==> src/rtl/bsg_axil_watchdog_responder.sv <==
// bsg_axil_watchdog_responder
//   AXI4-Lite subordinate that terminates heartbeat ("ping") writes from a
//   watchdog initiator, counts them, keeps the last ping payload, measures
//   idle time since the last ping and raises a sticky timeout flag.
//
//   Register map (decoded on addr[3:2]):
//     0x0 PING_COUNT  read: ping count; write: ping (count+1, LAST_DATA <= wdata)
//     0x4 LAST_DATA   read-only
//     0x8 IDLE_CYCLES read-only, saturating
//     0xC STATUS      bit0 timeout, write 1 to clear
//
//   Ports:
//     clk_i, reset_i            clock, async active-high reset
//     s_axil_aw*/w*/b*          write channel (joint AW+W single-beat handshake)
//     s_axil_ar*/r*             read channel
//     ping_v_o                  one-cycle pulse per accepted ping
//     timeout_o                 sticky timeout flag
module bsg_axil_watchdog_responder #(
   parameter int timeout_cycles_p  = 50000000,
   parameter int axil_data_width_p = 32,
   parameter int axil_addr_width_p = 28
) (
   input  logic                           clk_i,
   input  logic                           reset_i,
   input  logic [axil_addr_width_p-1:0]   s_axil_awaddr_i,
   input  logic [2:0]                     s_axil_awprot_i,
   input  logic                           s_axil_awvalid_i,
   output logic                           s_axil_awready_o,
   input  logic [axil_data_width_p-1:0]   s_axil_wdata_i,
   input  logic [axil_data_width_p/8-1:0] s_axil_wstrb_i,
   input  logic                           s_axil_wvalid_i,
   output logic                           s_axil_wready_o,
   output logic [1:0]                     s_axil_bresp_o,
   output logic                           s_axil_bvalid_o,
   input  logic                           s_axil_bready_i,
   input  logic [axil_addr_width_p-1:0]   s_axil_araddr_i,
   input  logic [2:0]                     s_axil_arprot_i,
   input  logic                           s_axil_arvalid_i,
   output logic                           s_axil_arready_o,
   output logic [axil_data_width_p-1:0]   s_axil_rdata_o,
   output logic [1:0]                     s_axil_rresp_o,
   output logic                           s_axil_rvalid_o,
   input  logic                           s_axil_rready_i,
   output logic                           ping_v_o,
   output logic                           timeout_o
);

   localparam logic [31:0] c_to_m1 = 32'(timeout_cycles_p - 1);

   typedef enum logic {W_IDLE, W_RESP} w_state_e;
   typedef enum logic {R_IDLE, R_DATA} r_state_e;

   w_state_e                       r_wstate;
   r_state_e                       r_rstate;
   logic                           r_bvalid;
   logic                           r_arready;
   logic                           r_rvalid;
   logic [axil_data_width_p-1:0]   r_rdata;
   logic [31:0]                    r_count;
   logic [axil_data_width_p-1:0]   r_last;
   logic [31:0]                    r_idle;
   logic                           r_timeout;
   logic                           r_ping_v;

   logic                           w_wr_fire;
   logic                           w_rd_fire;
   logic                           w_ping;
   logic                           w_clr;
   logic                           w_set;
   logic [axil_data_width_p-1:0]   w_rd_mux;
   logic                           w_unused;

   // AW and W are only taken together, so ready depends on both valids.
   assign w_wr_fire = (r_wstate == W_IDLE) & s_axil_awvalid_i & s_axil_wvalid_i;
   assign w_rd_fire = r_arready & s_axil_arvalid_i;
   assign w_ping    = w_wr_fire & (s_axil_awaddr_i[3:2] == 2'd0);
   assign w_clr     = w_wr_fire & (s_axil_awaddr_i[3:2] == 2'd3) & s_axil_wdata_i[0];
   // Next idle value reaches the bound while counting; kept asserted while the
   // counter stays at/above it so a concurrent clear loses to the set.
   assign w_set     = ~w_ping & (r_idle >= c_to_m1);

   assign w_unused  = ^{s_axil_awprot_i, s_axil_wstrb_i, s_axil_arprot_i,
                        s_axil_awaddr_i[axil_addr_width_p-1:4], s_axil_awaddr_i[1:0],
                        s_axil_araddr_i[axil_addr_width_p-1:4], s_axil_araddr_i[1:0]};

   assign s_axil_awready_o = w_wr_fire;
   assign s_axil_wready_o  = w_wr_fire;
   assign s_axil_bvalid_o  = r_bvalid;
   assign s_axil_bresp_o   = 2'b00;
   assign s_axil_arready_o = r_arready;
   assign s_axil_rvalid_o  = r_rvalid;
   assign s_axil_rdata_o   = r_rdata;
   assign s_axil_rresp_o   = 2'b00;
   assign ping_v_o         = r_ping_v;
   assign timeout_o        = r_timeout;

   // Read mux sees pre-write register values when a write lands the same cycle.
   always_comb begin
      w_rd_mux = '0;
      unique case (s_axil_araddr_i[3:2])
         2'd0: w_rd_mux = r_count;
         2'd1: w_rd_mux = r_last;
         2'd2: w_rd_mux = r_idle;
         2'd3: w_rd_mux = {{(axil_data_width_p-1){1'b0}}, r_timeout};
      endcase
   end

   always_ff @(posedge clk_i or posedge reset_i) begin
      if (reset_i) begin
         r_wstate <= W_IDLE;
         r_bvalid <= 1'b0;
      end else begin
         unique case (r_wstate)
            W_IDLE: if (w_wr_fire) begin
               r_wstate <= W_RESP;
               r_bvalid <= 1'b1;
            end
            W_RESP: if (s_axil_bready_i) begin
               r_wstate <= W_IDLE;
               r_bvalid <= 1'b0;
            end
         endcase
      end
   end

   always_ff @(posedge clk_i or posedge reset_i) begin
      if (reset_i) begin
         r_rstate  <= R_IDLE;
         r_arready <= 1'b1;
         r_rvalid  <= 1'b0;
         r_rdata   <= '0;
      end else begin
         unique case (r_rstate)
            R_IDLE: if (w_rd_fire) begin
               r_rstate  <= R_DATA;
               r_arready <= 1'b0;
               r_rvalid  <= 1'b1;
               r_rdata   <= w_rd_mux;
            end
            R_DATA: if (s_axil_rready_i) begin
               r_rstate  <= R_IDLE;
               r_arready <= 1'b1;
               r_rvalid  <= 1'b0;
            end
         endcase
      end
   end

   always_ff @(posedge clk_i or posedge reset_i) begin
      if (reset_i) begin
         r_count   <= '0;
         r_last    <= '0;
         r_idle    <= '0;
         r_timeout <= 1'b0;
         r_ping_v  <= 1'b0;
      end else begin
         r_ping_v <= w_ping;
         if (w_ping) begin
            r_count <= r_count + 32'd1;
            r_last  <= s_axil_wdata_i;
            r_idle  <= '0;
         end else if (r_idle != '1) begin
            r_idle  <= r_idle + 32'd1;
         end
         if (w_set)      r_timeout <= 1'b1;
         else if (w_clr) r_timeout <= 1'b0;
      end
   end

endmodule

==> config.mk <==
export PLATFORM = sky130hd
export DESIGN_NAME = bsg_axil_watchdog_responder
export DESIGN_NICKNAME = d
export VERILOG_FILES = /design/src/rtl/bsg_axil_watchdog_responder.sv
export SDC_FILE = /design/constraint.sdc
export NUM_CORES = 1
export LEC_CHECK = 0
export ABC_CLOCK_PERIOD_IN_PS = 6400
export BUFFER_PORTS_ARGS = -buffer_cell sky130_fd_sc_hd__buf_2
export CAP_MARGIN = 40
export CORE_ASPECT_RATIO = 1.5
export CORE_MARGIN = 4
export CORE_UTILIZATION = 55
export DETAILED_ROUTE_END_ITERATION = 8
export PLACE_DENSITY = 0.81
export RECOVER_POWER = 50
export SLEW_MARGIN = 0
export SYNTH_ARGS = -nofsm -noshare
export SYNTH_HDL_FRONTEND = slang
export SYNTH_SLANG_ARGS = --single-unit
==> constraint.sdc <==
create_clock -name clk_i -period 6.4 [get_ports clk_i]
set_input_delay 1.28 -clock clk_i [delete_from_list [all_inputs] [get_ports clk_i]]
set_output_delay 1.28 -clock clk_i [all_outputs]
set_load 0.03 [all_outputs]
==> summary.txt <==
Outcome - complete, but fails checks
Failing checks - capacitance limit, slew limit
Port buffer count - 81
Fin Setup TNS - 0 ns
Slew @ Worst Pin - 2.743 ns
RSZ-0062 raised after global routing - false
Layout cells sized above 1 - 21.87%
Library cells used by synthesis - 44
Drt wl/cell - 18.17 um
First-pass GRT wire length - 26.59 mm
Cell count after synthesis - 648
Crit path DAT - 3.84 ns
Yosys Warn Count - 0
Pre-Repair DR Iteration Count - 5
DRC viols - 0
Number of synthesized flops with an enable pin - 0
R2R Setup Slk - 3.39 ns
CP max FO - 9
Starting Density - 56.82%
Startpoint type of the worst setup path - input port
Largest net degree at the start of global routing - 68
Root Driver - clkbuf_16
1st-iter DRT viols - 316
Final #Nets - 822
Leak - 3.507 nW
PwrDens - 379.0 mW/mm2
Setup Skew - 0.007304 ns
Initial antenna violation count - 0
Resized cells post-CTS - 0
Slew Viols, Final - 67
Ports - 148
Vias per cell - 5.959
DR vias - 5,226
CTS tree - built
Num CTS Buffers - 17
Relative slew slack - -83.89%
FP Rows - 48
Ys flop type - dfrtp_1
GRT Overall Usage - 23.97%
Fin. Hold Viols - 0
Mapped cell area - 0.006620 mm2
Final GP Congestion - 0.8788
Die area - 0.01389 mm2
Seq/Total Area, Yosys - 51.05%
Clock sink total - 135
Global route overflow - 0
Async SR Flop Fraction - 100.0%
WL final - 15.94 mm
CORE AREA - 0.01165 mm2
Post-detail-place hpwl - 11.18 mm
Clk slew on worst S/H paths - 0.06 ns
Crit Path Category - in -> reg
Clk_lat worst skew - 0.42 ns
Hold_buf cts - 0
Area added between synthesis and finish - 16.27%
Final period util - 54.71%
ANT nets after route - 0
Mapped Avg Cell Area - 10.22 um2
Bufs on Longest Clock Path - 2
H-tree levels - 4
Final setup vio count - 0
Synthesized flop and latch total - 135
Critical Path Max Stage Delay - 0.86 ns
N_diodes - 0
Die height - 142.4 um
CP Data Required Time - 6.73 ns
Vias in the first global route - 5,428
Fmax - 0.2856 GHz
Type of destination of the critical path - register
Die width - 97.58 um
Slowest CP cell - nor4_1
Max cap viols - 1
Final period demand of the worst path - 3.502 ns
Worst VDD drop - 286.7 uV
Worst min path class - reg -> reg
Post-CTS Setup Bufs - 0
Crit path cell chain - clkbuf_1, nand3b_1, nor4_1, nand4_1, nor3b_1, xor2_1
Final core occ - 66.07%
==> registers in the layout (all words and copies together) (netlist names) <==
name / count
r_count: 32
ping_v_o: 1
s_axil_bvalid_o: 1
s_axil_rdata_o: 32
r_last: 32
timeout_o: 1
r_rstate: 1
s_axil_rvalid_o: 1
s_axil_arready_o: 1
r_wstate: 1
r_idle: 32
==> through the flow <==
| stage | area, um2 | hold WS [ns] | total power, mW | setup WS, ns | instances |
|---|---|---|---|---|---|
| floorplan | 6631 | 0.4410 | 1.687 | 1.511 | 651 |
| global placement | 7094 | 0.4571 | 1.878 | 3.195 | 843 |
| detailed placement | 7153 | 0.4580 | 1.920 | 3.095 | 846 |
| CTS | 7765 | 0.4778 | 2.938 | 3.244 | 877 |
| global route | 7697 | 0.5073 | 3.057 | 2.708 | 877 |
| finish | 7697 | 0.4731 | 2.917 | 2.898 | 877 |
==> cells by family (layout without fill, tap and decap cells) <==
family | after synthesis | after routing | synth area share (%)
AO/OA/AOI/OAI | 95 | 95 | 8.902
other | 1 | 4 | 0.05665
multiplexers | 67 | 67 | 10.98
XOR/XNOR | 60 | 60 | 7.938
adder cells (fa/ha/maj) | 2 | 2 | 0.3779
flip-flops | 135 | 135 | 51.05
buffers and inverters | 59 | 135 | 3.799
AND/OR/NAND/NOR | 229 | 229 | 16.90
==> cell usage after synthesis (all sizes together) (14+ instances only) <==
cell type | instances | area, um2
nand3 | 23 | 115.1
buf | 14 | 81.33
xor2 | 17 | 148.9
mux2i | 31 | 310.3
nand2 | 66 | 247.7
nor2 | 76 | 285.3
xnor2 | 43 | 376.6
clkbuf | 31 | 117.6
inv | 14 | 52.55
o21ai | 36 | 180.2
dfrtp | 134 | 3353
mux2 | 35 | 394.1
nand4 | 18 | 118.9
a21oi | 37 | 185.2
==> area by class of cell <==
type	instances	area [um2]
fillers	889	3954
flip-flops and latches	135	3379
multi-input cells	457	2967
repair buffers	90	498.0
clock buffers	20	436.7
well taps	150	187.7
clock inverters	11	175.2
inverters	14	53.80
==> worst max-delay path, delay by kind of cell <==
family | cells | cell delay, ns
xor gates and xnor gates | 1 | 0.18
and+or+nand+nor | 4 | 2.27
buffers and inverters | 1 | 0.10
==> per-layer routing <==
layer,global-route usage [%],vias up,wire length (um)
li1,-,2372,-
met1,27.61,2576,6061
met2,42.65,233,8442
met3,4.806,45,879
met4,11.60,0,551
met5,0,-,0
==> cells in the final DEF (no fill, tap or decap), types with 13 or more instances in the layout <==
| master | n |
|---|---|
| mux2i_1 | 31 |
| inv_1 | 13 |
| o21ai_0 | 36 |
| buf_2 | 75 |
| xor2_1 | 17 |
| nand3_1 | 23 |
| mux2_2 | 34 |
| nor2_1 | 76 |
| dfrtp_1 | 134 |
| a21oi_1 | 37 |
| clkbuf_16 | 17 |
| nand4_1 | 17 |
| xnor2_1 | 43 |
| nand2_1 | 66 |
==> power by group <==
part / internal, mW / switching, mW
Combinational: 0.242 / 0.431
Clock: 0.652 / 0.363
Sequential: 1.05 / 0.177
==> final timing paths <==
| kind | startpoint | end | cells after the start |
|---|---|---|---|
| setup reg to reg | r_wstate | r_count[30] | 5 |
| max in group asynchronous | reset_i | s_axil_arready_o | 4 |
| hold / removal | s_axil_rdata_o[6] | s_axil_rdata_o[6] | 2 |
| setup / recovery | s_axil_awvalid_i | r_count[30] | 6 |
| hold reg to reg | s_axil_rdata_o[6] | s_axil_rdata_o[6] | 2 |
| min in group asynchronous | reset_i | r_last[30] | 2 |
No activity file was read; power rests on OpenSTA's default activity.
